--- src/rtl/ir_frame_decoder_pkg.sv ---
// Shared symbol and state types for the IR frame decoder.
package ir_frame_decoder_pkg;

  // Space classification result; SYM_STOP marks a malformed (bad) space.
  typedef enum logic [1:0] {
    SYM_STOP  = 2'b00,
    SYM_START = 2'b01,
    SYM_ZERO  = 2'b10,
    SYM_ONE   = 2'b11
  } sym_e;

  typedef enum logic {
    ST_IDLE = 1'b0,
    ST_DATA = 1'b1
  } state_e;

  // Entry layout is {err, last, data}: two flag bits above the payload.
  localparam int unsigned ENT_META_W = 2;

endpackage

--- src/rtl/ir_sync_fifo.sv ---
// Small synchronous FIFO with a registered head entry and valid flag.
module ir_sync_fifo #(
  parameter int unsigned WIDTH = 10,
  parameter int unsigned DEPTH = 4
) (
  input  logic             clk,
  input  logic             reset_n,
  input  logic             push,
  input  logic [WIDTH-1:0] din,
  output logic             full,
  input  logic             pop,
  output logic [WIDTH-1:0] dout,
  output logic             valid
);

  localparam int unsigned PW = (DEPTH > 1) ? $clog2(DEPTH) : 1;
  localparam int unsigned CW = $clog2(DEPTH) + 1;
  localparam logic [CW-1:0] DEPTH_C = CW'(DEPTH);

  logic [WIDTH-1:0] r_mem [DEPTH];
  logic [PW-1:0]    r_wr_ptr;
  logic [PW-1:0]    r_rd_ptr;
  logic [CW-1:0]    r_count;
  logic [WIDTH-1:0] r_head;
  logic             r_valid;

  logic             w_pop;
  logic             w_push;
  logic [PW-1:0]    w_rd_nxt;
  logic [CW-1:0]    w_count_nxt;
  logic [WIDTH-1:0] w_head_nxt;

  assign w_pop       = r_valid & pop;
  assign w_push      = push & ((r_count != DEPTH_C) | w_pop);
  assign w_rd_nxt    = r_rd_ptr + PW'(w_pop);
  assign w_count_nxt = r_count + CW'(w_push) - CW'(w_pop);
  // The incoming word becomes the head directly when it is the only entry left.
  assign w_head_nxt  = (w_push && (w_rd_nxt == r_wr_ptr)) ? din : r_mem[w_rd_nxt];

  assign full  = (r_count == DEPTH_C);
  assign dout  = r_head;
  assign valid = r_valid;

  // Storage array write port.
  always_ff @(posedge clk) begin
    if (w_push) r_mem[r_wr_ptr] <= din;
  end

  // Pointers, occupancy and registered head; head holds when the FIFO empties.
  always_ff @(posedge clk or negedge reset_n) begin
    if (!reset_n) begin
      r_wr_ptr <= '0;
      r_rd_ptr <= '0;
      r_count  <= '0;
      r_head   <= '0;
      r_valid  <= 1'b0;
    end else begin
      r_wr_ptr <= r_wr_ptr + PW'(w_push);
      r_rd_ptr <= w_rd_nxt;
      r_count  <= w_count_nxt;
      r_valid  <= (w_count_nxt != '0);
      if (w_count_nxt != '0) r_head <= w_head_nxt;
    end
  end

endmodule

--- src/rtl/ir_frame_decoder.sv ---
// Pulse-distance IR frame decoder: header detect, bit assembly, output FIFO.
module ir_frame_decoder
  import ir_frame_decoder_pkg::*;
#(
  parameter int unsigned CNT_W        = 16,
  parameter int unsigned HDR_MARK_MIN = 39000,
  parameter int unsigned ZERO_MIN     = 2000,
  parameter int unsigned ONE_MIN      = 10000,
  parameter int unsigned TIMEOUT      = 30000,
  parameter int unsigned DATA_W       = 8,
  parameter int unsigned LSB_FIRST    = 1,
  parameter int unsigned FIFO_DEPTH   = 4
) (
  input  logic              clk,
  input  logic              reset_n,
  input  logic              in,
  output logic [DATA_W-1:0] m_data,
  output logic              m_last,
  output logic              m_err,
  output logic              m_valid,
  input  logic              m_ready,
  output logic              overflow,
  output logic              busy
);

  localparam int unsigned   BC_W    = $clog2(DATA_W + 1);
  localparam int unsigned   ENT_W   = DATA_W + ENT_META_W;
  localparam logic [CNT_W-1:0] SAT_C  = '1;
  localparam logic [CNT_W-1:0] HDR_C  = CNT_W'(HDR_MARK_MIN);
  localparam logic [CNT_W-1:0] ZERO_C = CNT_W'(ZERO_MIN);
  localparam logic [CNT_W-1:0] ONE_C  = CNT_W'(ONE_MIN);
  localparam logic [CNT_W-1:0] TMO_C  = CNT_W'(TIMEOUT);
  localparam logic [BC_W-1:0]  BITS_C = BC_W'(DATA_W);
  localparam logic [BC_W-1:0]  MSBP_C = BC_W'(DATA_W - 1);

  logic             r_prev;
  logic             r_hdr_seen;
  logic [CNT_W-1:0] r_cnt;
  logic             r_sym_vld;
  sym_e             r_sym;
  logic             w_rise;
  logic             w_fall;
  logic             w_timeout;
  sym_e             w_sym;

  state_e           r_state;
  state_e           w_state_nxt;
  logic [BC_W-1:0]  r_bitcnt;
  logic [BC_W-1:0]  w_bitcnt_nxt;
  logic [BC_W-1:0]  w_bitcnt_inc;
  logic [BC_W-1:0]  w_pos;
  logic [DATA_W-1:0] r_word;
  logic [DATA_W-1:0] w_word_nxt;
  logic [DATA_W-1:0] w_bit_word;
  logic             w_push;
  logic [ENT_W-1:0] w_push_ent;

  logic             r_push;
  logic [ENT_W-1:0] r_push_ent;
  logic             r_overflow;
  logic             w_fifo_full;
  logic             w_fifo_valid;
  logic [ENT_W-1:0] w_fifo_dout;
  logic             w_pop;

  assign w_rise    = ~r_prev & in;
  assign w_fall    = r_prev & ~in;
  assign w_timeout = ~r_prev & ~in & (r_cnt == TMO_C);

  // Classify the space that a rising edge just terminated.
  always_comb begin
    w_sym = SYM_STOP;
    if ((r_cnt > ONE_C) && (r_cnt != SAT_C)) begin
      w_sym = r_hdr_seen ? SYM_START : SYM_ONE;
    end else if ((r_cnt > ZERO_C) && (r_cnt <= ONE_C)) begin
      w_sym = SYM_ZERO;
    end
  end

  // Edge tracking, saturating interval counter, header-mark flag, symbol stage.
  always_ff @(posedge clk or negedge reset_n) begin
    if (!reset_n) begin
      r_prev     <= 1'b0;
      r_cnt      <= SAT_C;
      r_hdr_seen <= 1'b0;
      r_sym_vld  <= 1'b0;
      r_sym      <= SYM_STOP;
    end else begin
      r_prev <= in;
      if (w_rise || w_fall)   r_cnt <= '0;
      else if (r_cnt != SAT_C) r_cnt <= r_cnt + 1'b1;
      if (w_fall) r_hdr_seen <= (r_cnt >= HDR_C);
      r_sym_vld <= w_rise;
      if (w_rise) r_sym <= w_sym;
    end
  end

  assign w_bitcnt_inc = r_bitcnt + 1'b1;
  assign w_pos        = (LSB_FIRST != 0) ? r_bitcnt : (MSBP_C - r_bitcnt);
  assign w_bit_word   = r_word | (DATA_W'(r_sym == SYM_ONE) << w_pos);

  // Frame FSM: next state, word assembly and push requests.
  always_comb begin
    w_state_nxt  = r_state;
    w_bitcnt_nxt = r_bitcnt;
    w_word_nxt   = r_word;
    w_push       = 1'b0;
    w_push_ent   = '0;
    case (r_state)
      ST_IDLE: begin
        if (r_sym_vld && (r_sym == SYM_START)) begin
          w_state_nxt  = ST_DATA;
          w_bitcnt_nxt = '0;
          w_word_nxt   = '0;
        end
      end
      ST_DATA: begin
        if (r_sym_vld) begin
          case (r_sym)
            SYM_START: begin
              w_push       = 1'b1;
              w_push_ent   = {(r_bitcnt != '0), 1'b1, r_word};
              w_bitcnt_nxt = '0;
              w_word_nxt   = '0;
            end
            SYM_ZERO, SYM_ONE: begin
              if (w_bitcnt_inc == BITS_C) begin
                w_push       = 1'b1;
                w_push_ent   = {1'b0, 1'b0, w_bit_word};
                w_bitcnt_nxt = '0;
                w_word_nxt   = '0;
              end else begin
                w_bitcnt_nxt = w_bitcnt_inc;
                w_word_nxt   = w_bit_word;
              end
            end
            default: begin
              w_push       = 1'b1;
              w_push_ent   = {1'b1, 1'b1, r_word};
              w_state_nxt  = ST_IDLE;
              w_bitcnt_nxt = '0;
              w_word_nxt   = '0;
            end
          endcase
        end else if (w_timeout) begin
          w_push       = 1'b1;
          w_push_ent   = {(r_bitcnt != '0), 1'b1, r_word};
          w_state_nxt  = ST_IDLE;
          w_bitcnt_nxt = '0;
          w_word_nxt   = '0;
        end
      end
      default: w_state_nxt = ST_IDLE;
    endcase
  end

  // FSM state, bit counter and word register.
  always_ff @(posedge clk or negedge reset_n) begin
    if (!reset_n) begin
      r_state  <= ST_IDLE;
      r_bitcnt <= '0;
      r_word   <= '0;
    end else begin
      r_state  <= w_state_nxt;
      r_bitcnt <= w_bitcnt_nxt;
      r_word   <= w_word_nxt;
    end
  end

  // Registered push request and sticky drop flag.
  always_ff @(posedge clk or negedge reset_n) begin
    if (!reset_n) begin
      r_push     <= 1'b0;
      r_push_ent <= '0;
      r_overflow <= 1'b0;
    end else begin
      r_push     <= w_push;
      r_push_ent <= w_push_ent;
      if (r_push && w_fifo_full && !w_pop) r_overflow <= 1'b1;
    end
  end

  assign w_pop = w_fifo_valid & m_ready;

  ir_sync_fifo #(
    .WIDTH(ENT_W),
    .DEPTH(FIFO_DEPTH)
  ) u_fifo (
    .clk    (clk),
    .reset_n(reset_n),
    .push   (r_push),
    .din    (r_push_ent),
    .full   (w_fifo_full),
    .pop    (m_ready),
    .dout   (w_fifo_dout),
    .valid  (w_fifo_valid)
  );

  assign {m_err, m_last, m_data} = w_fifo_dout;
  assign m_valid  = w_fifo_valid;
  assign overflow = r_overflow;
  assign busy     = (r_state != ST_IDLE);

endmodule

--- config.mk ---
export PLATFORM = sky130hd
export DESIGN_NAME = ir_frame_decoder
export DESIGN_NICKNAME = d
export VERILOG_FILES = /design/src/rtl/ir_frame_decoder_pkg.sv /design/src/rtl/ir_sync_fifo.sv /design/src/rtl/ir_frame_decoder.sv
export SDC_FILE = /design/constraint.sdc
export NUM_CORES = 1
export LEC_CHECK = 0
export ABC_AREA = 1
export CAP_MARGIN = 15
export CORE_AREA = 2 2 122 124
export CTS_BUF_LIST = sky130_fd_sc_hd__clkbuf_8
export DETAILED_ROUTE_END_ITERATION = 8
export DIE_AREA = 0 0 124 126
export DONT_BUFFER_PORTS = 1
export MAX_ROUTING_LAYER = met4
export REMOVE_ABC_BUFFERS = 1
export SETUP_SLACK_MARGIN = 0.2
export SKIP_LAST_GASP = 1
export SYNTH_ARGS = -nofsm -noshare
export SYNTH_HDL_FRONTEND = slang
export SYNTH_HIERARCHICAL = 1
export SYNTH_SLANG_ARGS = --single-unit
--- constraint.sdc ---
create_clock -name clk -period 2.2 [get_ports clk]
set_input_delay 0.33 -clock clk [delete_from_list [all_inputs] [get_ports clk]]
set_output_delay 0.33 -clock clk [all_outputs]
set_load 0.1 [all_outputs]
* Word-level counts from Yosys, hierarchy flattened
Memory sizes are Yosys's and may differ from the RTL's. A register that Yosys moved wholly into a read port is not among the register bits. Index checks and enable logic that the tools add are counted.
Storage, ports and cells: bits in registers 54, memory bits (writable) 40, bits of input ports 4, output and inout bits 13, logic and storage cells 96, memories 1
Memories:
- u_fifo.r_mem | words 4, width 10, rd ports 1, clocked after Yosys merged registers in 1, wr ports 1, RTL line ir_sync_fifo.sv:20 | logic [WIDTH-1:0] r_mem [DEPTH];
Cells by class: add/sub/neg operators 6, order comparisons 4, equal/unequal tests 10, shift operators 1, muxes and demuxes 34, bitwise gates (word level) 11, reduce and logical (&&, ||, !) cells 14
Operator list (count):
- 8-bit two-way mux | 6
- 16-bit two-way mux | 2
- 10-bit two-way mux | 3
- 4-bit two-way mux | 5
- 10-bit case mux with 2 select lines | 1
- 16-bit by 1-bit adder with 16-bit output (second input constant) | 1
- 16-bit by 15-bit equality test with 1-bit output (second input constant) | 1
- 16-bit greater-or-equal comparator (second input constant) | 1
- 16-bit by 11-bit greater-than comparator with 1-bit output (second input constant) | 1
- 16-bit by 14-bit greater-than comparator with 1-bit output (second input constant) | 1
- 16-bit by 14-bit <= comparator with 1-bit output (second input constant) | 1
- 16-bit != test (second input constant) | 1
- 8-bit case mux with 2 select lines | 1
- 1-bit two-way mux | 11
- 8-bit bitwise OR | 1
- 4-bit case mux with 2 select lines | 1
- 1-bit by 4-bit << shifter with 8-bit output | 1
- 1-bit AND | 6
- 2-bit two-way mux | 3
- 3-bit != test (second input constant) | 2
- 1-bit logical AND | 5
- 2-bit by 1-bit adder with 2-bit output | 2
- 4-bit by 1-bit adder with 4-bit output (second input constant) | 1
- 2-bit equality test (second input constant) | 2
- other kinds (17) | 20

* Longest topological paths before layout
Gate-level depths: netlist of the first run.
word-level depth 7, gate-level depth with buffers 12, mapped depth without buffers 11

* Modules after synthesis
The synthesis of the first run kept the hierarchy.
Modules (own cells, without submodules):
- ir_sync_fifo | times used 1, cells each 246, area an instance 2631.3 sq um, seq. area each 1651.6 sq um
- ir_frame_decoder | times used 1, cells each 332, area an instance 2547.4 sq um, seq. area each 1171.1 sq um

* Least setup slack after synthesis of the first run
OpenSTA, ideal clock, no wires.
path type register to register, start register u_fifo.r_valid, in the netlist u_fifo/valid, end register u_fifo.r_head[0], in the netlist u_fifo/dout[0] (read register of u_fifo.r_mem), library setup time 0.120 ns, arrival time 2.507 ns, required time 2.080 ns, slack -0.427 ns, stages on the path, launching flop included 12, buffers on the path 1, period minus slack after synthesis 2.627 ns, cell sequence dfrtp_1 nand2_1 nand3_1 nand2_1 inv_1 ha_1 fa_1 nor2_1 nand3_2 buf_4 nand3_1 nand2_1
Between the ends: word-level cells in the longest chain between the ends 6, elaborated cells between the ends (all ways) 7, classes of those cells 3 x add/sub; 3 x bitwise; 1 x reduce/logical
RTL lines:
- start, declared | RTL line ir_sync_fifo.sv:25 | logic r_valid;
- start signal, assigned | RTL line ir_sync_fifo.sv:61 | r_valid <= (w_count_nxt != '0);
- 1-bit AND * | RTL line ir_sync_fifo.sv:33 | assign w_pop = r_valid & pop;
- 1-bit bitwise OR | RTL line ir_sync_fifo.sv:34 | assign w_push = push & ((r_count != DEPTH_C) | w_pop);
- 1-bit AND | RTL line ir_sync_fifo.sv:34
- 3-bit by 1-bit adder with 3-bit output | RTL line ir_sync_fifo.sv:36 | assign w_count_nxt = r_count + CW'(w_push) - CW'(w_pop);
- 3-bit by 1-bit subtractor with 3-bit output * | RTL line ir_sync_fifo.sv:36
- net u_fifo.w_count_nxt[1] | RTL line ir_sync_fifo.sv:30 | logic [CW-1:0] w_count_nxt;
- 3-bit nonzero test * | RTL line ir_sync_fifo.sv:62 | if (w_count_nxt != '0) r_head <= w_head_nxt;
- end, declared | RTL line ir_sync_fifo.sv:24 | logic [WIDTH-1:0] r_head;
The timed path passes the listed nets; every way through them passes the cells marked *. A chain may end at the register's enable or synchronous reset.

* Worst setup path in the final report of the first run
start register u_fifo.r_valid, in the netlist u_fifo/valid, end register u_fifo.r_head[4], in the netlist u_fifo/dout[4] (read register of u_fifo.r_mem)
The elaborated chain is that of the path after synthesis.

==> results.toml, run 1 <==
[finish]
stdcell_area_um2 = 5861
final_util = 0.4094
nets = 629
fin_cells = 802
area_growth_pct = 13.17
diodes = 0
drive_gt1_frac = 0.2055

[power_and_ir_drop]
p_sw_frac = 0.4464
max-vdd-ir-drop_mv = 0.3543
pwr-share-clk = 0.177
p_int_uw = 3625
p_leak_uw = 0.002472
p_per_area_nw_per_um2 = 1117
combPwrFrac = 0.446
power_frac_seq = 0.377
p_total_uw = 6549
power.switching_uw = 2924

[placed_design]
dpl.hpwl_um = 7377
placed_cell_area_um2 = 5507
placedCellCount = 774
io_buffers = 0
place_congestion = 0.8688

[logic_synthesis]
yosys-top-cells-count = "141 x nand2_1, 67 x inv_1, 60 x nor2_1"
synth_top_area_cell = "dfrtp_1"
syn_avg_cell_area_um2 = 8.960
seq_area_frac_synth = 0.5451
yosysWarnings = 6
yosys_most_used_dff = "dfrtp_1"
postSynthCellCount = 578
synth.most_common_cell = "nand2_1"
ys_types = 35
synth-async-reset-ratio = 0.6154
synth_edf_count = 40
synth_top_area_frac = 0.2319
yosys_register_bits = 104
netlist_area_um2 = 5179
netlist_top_cells_area = "dfrtp_1 23%, edfxtp_1 23%, nand2_1 10%, dfstp_2 8.1%, inv_1 4.9%"

[timing]
finalCritPeriodShare = 0.9637
rsz0062_at_grt = "yes"
max_slew.worst_pin.slew_ps = 900.8
setup_viol = 0
fin_crit_ps = 2120
worst_clock_skew_ps = 9.801
slew_headroom = 0.3995
slew_viol_final = 0
max_freq_mhz = 471.7
hold_violations = 0

[global_route]
grt_pass1_vias = 3841
overflow = 0
grt_max_degree = 65
grt_use_total = 0.1505
grt_antenna_before_repair = 0
grt_pass1_wl_um = 18060

[routing]
antenna_left = 0
route.vias.total = 3828
drc = 0
drt-total-wl_um = 10480
wl_per_cell_um = 13.07
dr.pass1.iters = 4
drt-vias-per-instance = 4.773
dr.first_iter.drc_count = 236

[critical_path]
crit_slowest_cell = "fa_2"
critPathTopFamily = "adder cells"
start_kind = "flip-flop"
critical_path.endpoint_type = "flip-flop"
cp.arrival_ps = 2400
worstSetupPathType = "reg2reg"
crit_buf_inv = 3
worstPathMaxFanout = 5
critPathMaxStageDelay_ps = 550
path_cells = "nand2_2 -> inv_2 -> ha_4 -> inv_2 -> ha_4 -> fa_2 -> nor2_4 -> nand3_4 -> clkinvlp_4 -> nand2_1 -> nand2_1"
required_ps = 2480

[clocking]
cts_buffers = 9
path_clk_slew_ps = 100
cts-root-buf = "clkbuf_8"
cts.sinks = 104
cts_tree = "built"
cts_buffer_depth = 2
htreeDepth = 3
clkLatencyLatePin_ps = 390

[min_path]
hold_class = "in2reg"

[die]
dieWidth_um = 124
rows = 44
core_area_um2 = 14310
chipHeight_um = 126
die_area_um2 = 15620
start_util = 0.3618
io_pins = 17

[run_status]
status = "complete, no violations"

[job]
drv_cap = 0
-- sequential cells by signal (all words and copies together), names as in the netlist, 2 cells and up --
name	count
r_sym	2
r_push_ent	10
u_fifo/r_wr_ptr	2
u_fifo/dout	10
u_fifo/r_rd_ptr	2
r_cnt	16
u_fifo/r_count	3
r_bitcnt	4
r_word	8
u_fifo/r_mem	40
-- power by group through the flow --
stage | clock network (uW) | registers (uW) | logic, uW
floorplan | 0 | 3190 | 1260
finish | 1160 | 2470 | 2920
global route | 1280 | 2500 | 3200
global placement | 0 | 2500 | 2610
CTS | 1210 | 2470 | 2880
detailed placement | 0 | 2510 | 2680
-- kinds of logic (layout without fill, tap and decap cells) --
family                   Yosys count  after routing  synth area share
AND/OR/NAND/NOR                  298            298            0.2602
flip-flops                       104            104            0.5451
adder cells (fa/ha/maj)           12             12           0.03044
AO/OA/AOI/OAI                     76             76           0.08384
buffers and inverters             84            124           0.07224
XOR/XNOR                           4              4          0.008216
-- worst paths after layout --
path / from / endpoint / slack, ps / depth (start not counted)
worst max-delay path: u_fifo/valid$_DFF_PN0_ / u_fifo/dout[4]$_DFFE_PN0P_ / 80 / 11
worst min-delay path: m_ready / overflow$_DFFE_PN0P_ / 150 / 2
worst max register to register: u_fifo/valid$_DFF_PN0_ / u_fifo/dout[4]$_DFFE_PN0P_ / 80 / 11
worst min register to register: r_word[0]$_DFFE_PN0P_ / r_word[0]$_DFFE_PN0P_ / 480 / 2
max in group asynchronous: reset_n / r_cnt[2]$_DFFE_PN1P_ / 1420 / 2
min in group asynchronous: reset_n / r_word[0]$_DFFE_PN0P_ / 450 / 2
-- layout by cell type, fill, tap and decap left out, types with 6 or more instances in the layout --
cell type	instances
nor2_2	14
buf_4	29
o21ai_0	36
ha_1	9
edfxtp_1	40
inv_1	63
nand3_1	38
o21ai_2	12
a21oi_1	21
dfstp_2	16
nor2_1	59
clkbuf_8	10
nor3_1	18
nand2_1	139
inv_2	8
dfrtp_1	48
nand2_2	10
nand4_1	6
-- through the flow --
| stage | worst slack, ps | hold slack, ps | TNS [ps] |
|---|---|---|---|
| floorplan | -602.0 | 34.41 | -18300 |
| global placement | 15.49 | 37.15 | 0 |
| detailed placement | -91.55 | 36.45 | -782.8 |
| CTS | 58.07 | 125.2 | 0 |
| global route | -22.59 | 133.4 | -64.43 |
| finish | 79.83 | 146.2 | 0 |
-- final cells by class --
class | count | area (um2)
Sequential cell | 104 | 2823
Tap cell | 184 | 230.2
Fill cell | 1439 | 8453
Clock buffer | 10 | 137.6
Timing Repair inverter | 1 | 7.507
Inverter | 73 | 277.8
Timing Repair Buffer | 34 | 305.3
Multi-Input combinational cell | 390 | 2029
Clock inverter | 6 | 50.05
-- per-layer routing --
metal / up-vias / GRT usage / wire [um] / part of all wire
met1: 1806 / 0.1954 / 4932 / 0.47
met3: 14 / 0.03080 / 346 / 0.033
met2: 54 / 0.2324 / 5018 / 0.48
met4: 0 / 0.05618 / 183 / 0.017
li1: 1954 / - / - / -
met5: - / - / 0 / 0
-- what timing repair did --
item,in CTS,in global routing
endpoints found under the setup margin,10,11
gates resized for setup,11,3
cloned,1,0
hold endpoints to repair,65,0
pin swaps,13,15
buffers inserted,3,5
hold buffers,3,0
No activity file was read; power rests on OpenSTA's default activity.
==> run 2, diff against run 1 <==
--- a/config.mk
+++ b/config.mk
@@ -7,10 +7,11 @@
 export LEC_CHECK = 0
 export ABC_AREA = 1
 export CAP_MARGIN = 15
-export CORE_AREA = 2 2 122 124
+export CORE_AREA = 2 2 93 162
 export CTS_BUF_LIST = sky130_fd_sc_hd__clkbuf_8
+export CTS_CLUSTER_SIZE = 14
 export DETAILED_ROUTE_END_ITERATION = 8
-export DIE_AREA = 0 0 124 126
+export DIE_AREA = 0 0 95 164
 export DONT_BUFFER_PORTS = 1
 export MAX_ROUTING_LAYER = met4
 export REMOVE_ABC_BUFFERS = 1
==> constraint.sdc (replaced) <==
create_clock -name clk -period 1.94 [get_ports clk]
set_input_delay 0.291 -clock clk [delete_from_list [all_inputs] [get_ports clk]]
set_output_delay 0.291 -clock clk [all_outputs]
set_load 0.1 [all_outputs]
==> run 2 against run 1 <==
Compared with the run above: the flow now finishes with violations (setup timing); global-route usage is 2.3 points higher; wire length up 23%; clock skew increased by 7.1 ps; clock-buffer cell count down 1; die area shrank 0.28%; cell area increased by 8.3%; critical path type unchanged; largest power group unchanged.
==> results.toml, run 2 (same netlist as run 1, synthesis figures left out) <==
[finish]
largest_reg_flops = 40
layout.cells.most_common_list = "133 x nand2_1, 59 x inv_1, 58 x nor2_1, 48 x dfrtp_1, 40 x edfxtp_1"
diodes = 0
final_common_cell = "nand2_1"
area.sequential_um2 = 2823
drive_gt1_frac = 0.2835
fillers = 1351
final_util = 0.4438
regMostFlops = "u_fifo/r_mem"
nets = 653
multiInputGateArea_um2 = 2236
fin_cells = 822
largest_registers = "u_fifo/r_mem (40), r_cnt (16)"
area_growth_pct = 22.52

[routing]
drt-total-wl_um = 12850
drt-vias-per-instance = 4.979
route.vias.total = 4093
dr.pass1.iters = 4
dr.first_iter.drc_count = 197
wl_per_cell_um = 15.63
antenna_left = 0
drc = 0

[power_and_ir_drop]
p_leak_uw = 0.002721
max-vdd-ir-drop_mv = 0.4711
p_total_uw = 8258
p_per_area_nw_per_um2 = 1302

[critical_path]
r2r_cells = 13
start_kind = "flip-flop"
cp.arrival_ps = 2440
required_ps = 2220
r2r-end = "u_fifo/dout[4]$_DFFE_PN0P_"
reg2reg_slack_ps = -220
worstSetupPathType = "reg2reg"
rr_startpoint = "u_fifo/valid$_DFF_PN0_"
worstPathMaxFanout = 5
critical_path.endpoint_type = "flip-flop"

[clocking]
clkLatencyLatePin_ps = 380
cts-root-buf = "clkbuf_8"
htreeDepth = 3
cts_buffers = 9
cts.sinks = 104
path_clk_slew_ps = 110
cts_tree = "built"
cts_buffer_depth = 2

[min_path]
hold_path_end = "overflow$_DFFE_PN0P_"
hold_class = "in2reg"
hold_path_depth = 2
min_from = "m_ready"

[die]
dieWidth_um = 95
start_util = 0.3622
chipHeight_um = 164
rows = 58
core_area_um2 = 14300
io_pins = 17
die_area_um2 = 15580

[timing]
finalCritPeriodShare = 1.114
max_slew.worst_pin.slew_ps = 895.4
setup_viol = 11
rsz0062_at_grt = "yes"
max_freq_mhz = 462.6
slew_viol_final = 0
worst_clock_skew_ps = 16.88
whs_ps = 99.85
setup_ws_ps = -221.6
slew_headroom = 0.4030
fin_crit_ps = 2162
hold_violations = 0

[global_route]
grt_pass1_wl_um = 20100
grt_pass1_vias = 4129
grt_use_total = 0.1736
grt_max_degree = 65
grt_antenna_before_repair = 0
overflow = 0

[run_status]
violations = "setup timing"
status = "finished, violations left"

[placed_design]
dpl.hpwl_um = 8427
place_congestion = 0.8687
dp_slack_ps = -327.2
io_buffers = 0
placedCellCount = 782

[job]
drv_cap = 0
[run 2: cell types whose count changed in the layout (fill, tap and decap cells not counted), moves of 5 or more]
cell	previous run	this run
buf_6	0	14
buf_4	29	37
nand2_1	139	133
nor3_4	0	5
nand3_2	3	11
nand3_1	38	28
[run 2: area by class of cell]
class / instances / area share
repair buffers: 57 / 0.08558
clock inverters: 7 / 0.01795
flip-flops and latches: 104 / 0.4449
clock buffers: 9 / 0.01952
multi-input cells: 392 / 0.3524
well taps: 180 / 0.03550
inverters: 73 / 0.04417
[run 2: routing by layer]
layer / vias to the layer above / GRT usage / part of all wire
met5: - / - / 0
met3: 39 / 0.02477 / 0.024
met2: 84 / 0.3117 / 0.55
met1: 1972 / 0.1760 / 0.36
li1: 1998 / - / -
met4: 0 / 0.09947 / 0.065
[run 2: worst max-delay path by stage]
stage / startpoint / end / slack [ps] / depth (start not counted)
6_report: u_fifo/valid$_DFF_PN0_ / u_fifo/dout[4]$_DFFE_PN0P_ / -220 / 13
5_1_grt: u_fifo/valid$_DFF_PN0_ / u_fifo/dout[9]$_DFFE_PN0P_ / -270 / 13
4_1_cts: u_fifo/valid$_DFF_PN0_ / u_fifo/dout[5]$_DFFE_PN0P_ / -160 / 12
3_5_place_dp: u_fifo/valid$_DFF_PN0_ / u_fifo/dout[1]$_DFFE_PN0P_ / -330 / 11
3_3_place_gp: u_fifo/valid$_DFF_PN0_ / u_fifo/dout[1]$_DFFE_PN0P_ / -200 / 11
2_1_floorplan: u_fifo/valid$_DFF_PN0_ / u_fifo/dout[0]$_DFFE_PN0P_ / -860 / 11
[run 2: what timing repair did]
item / 4_1_cts / 5_1_grt
gates resized for setup: 36 / 51
hold buffers: 3 / 0
pin swaps: 18 / 8
cloned: 1 / 5
buffers inserted: 6 / 9
endpoints found under the hold margin: 65 / 0
endpoints found under the setup margin: 23 / 87
[run 2: worst max-delay path, stage by stage (launching register included)]
cell	delay (ps)
dfrtp_1	420
nand2_2	90
buf_4	110
nand3_2	90
nand2_2	110
inv_2	60
ha_4	170
fa_2	560
nor2_4	50
nand3_4	120
inv_4	60
buf_6	130
nand2_2	50
nand2_1	50
[run 2: per-stage QoR]
stage          setup TNS, ps  cell area (um2)
2_1_floorplan         -32010             5079
3_3_place_gp           -1966             5604
3_5_place_dp           -3158             5604
4_1_cts                -1537             6077
5_1_grt                -2756             6345
6_report               -2236             6345
[run 2: power breakdown]
part	leakage, uW	total [uW]	internal [uW]	switching (uW)
registers	0.00113	2820	2560	264
clock network	0.000119	1560	755	807
logic	0.00147	3880	1330	2550
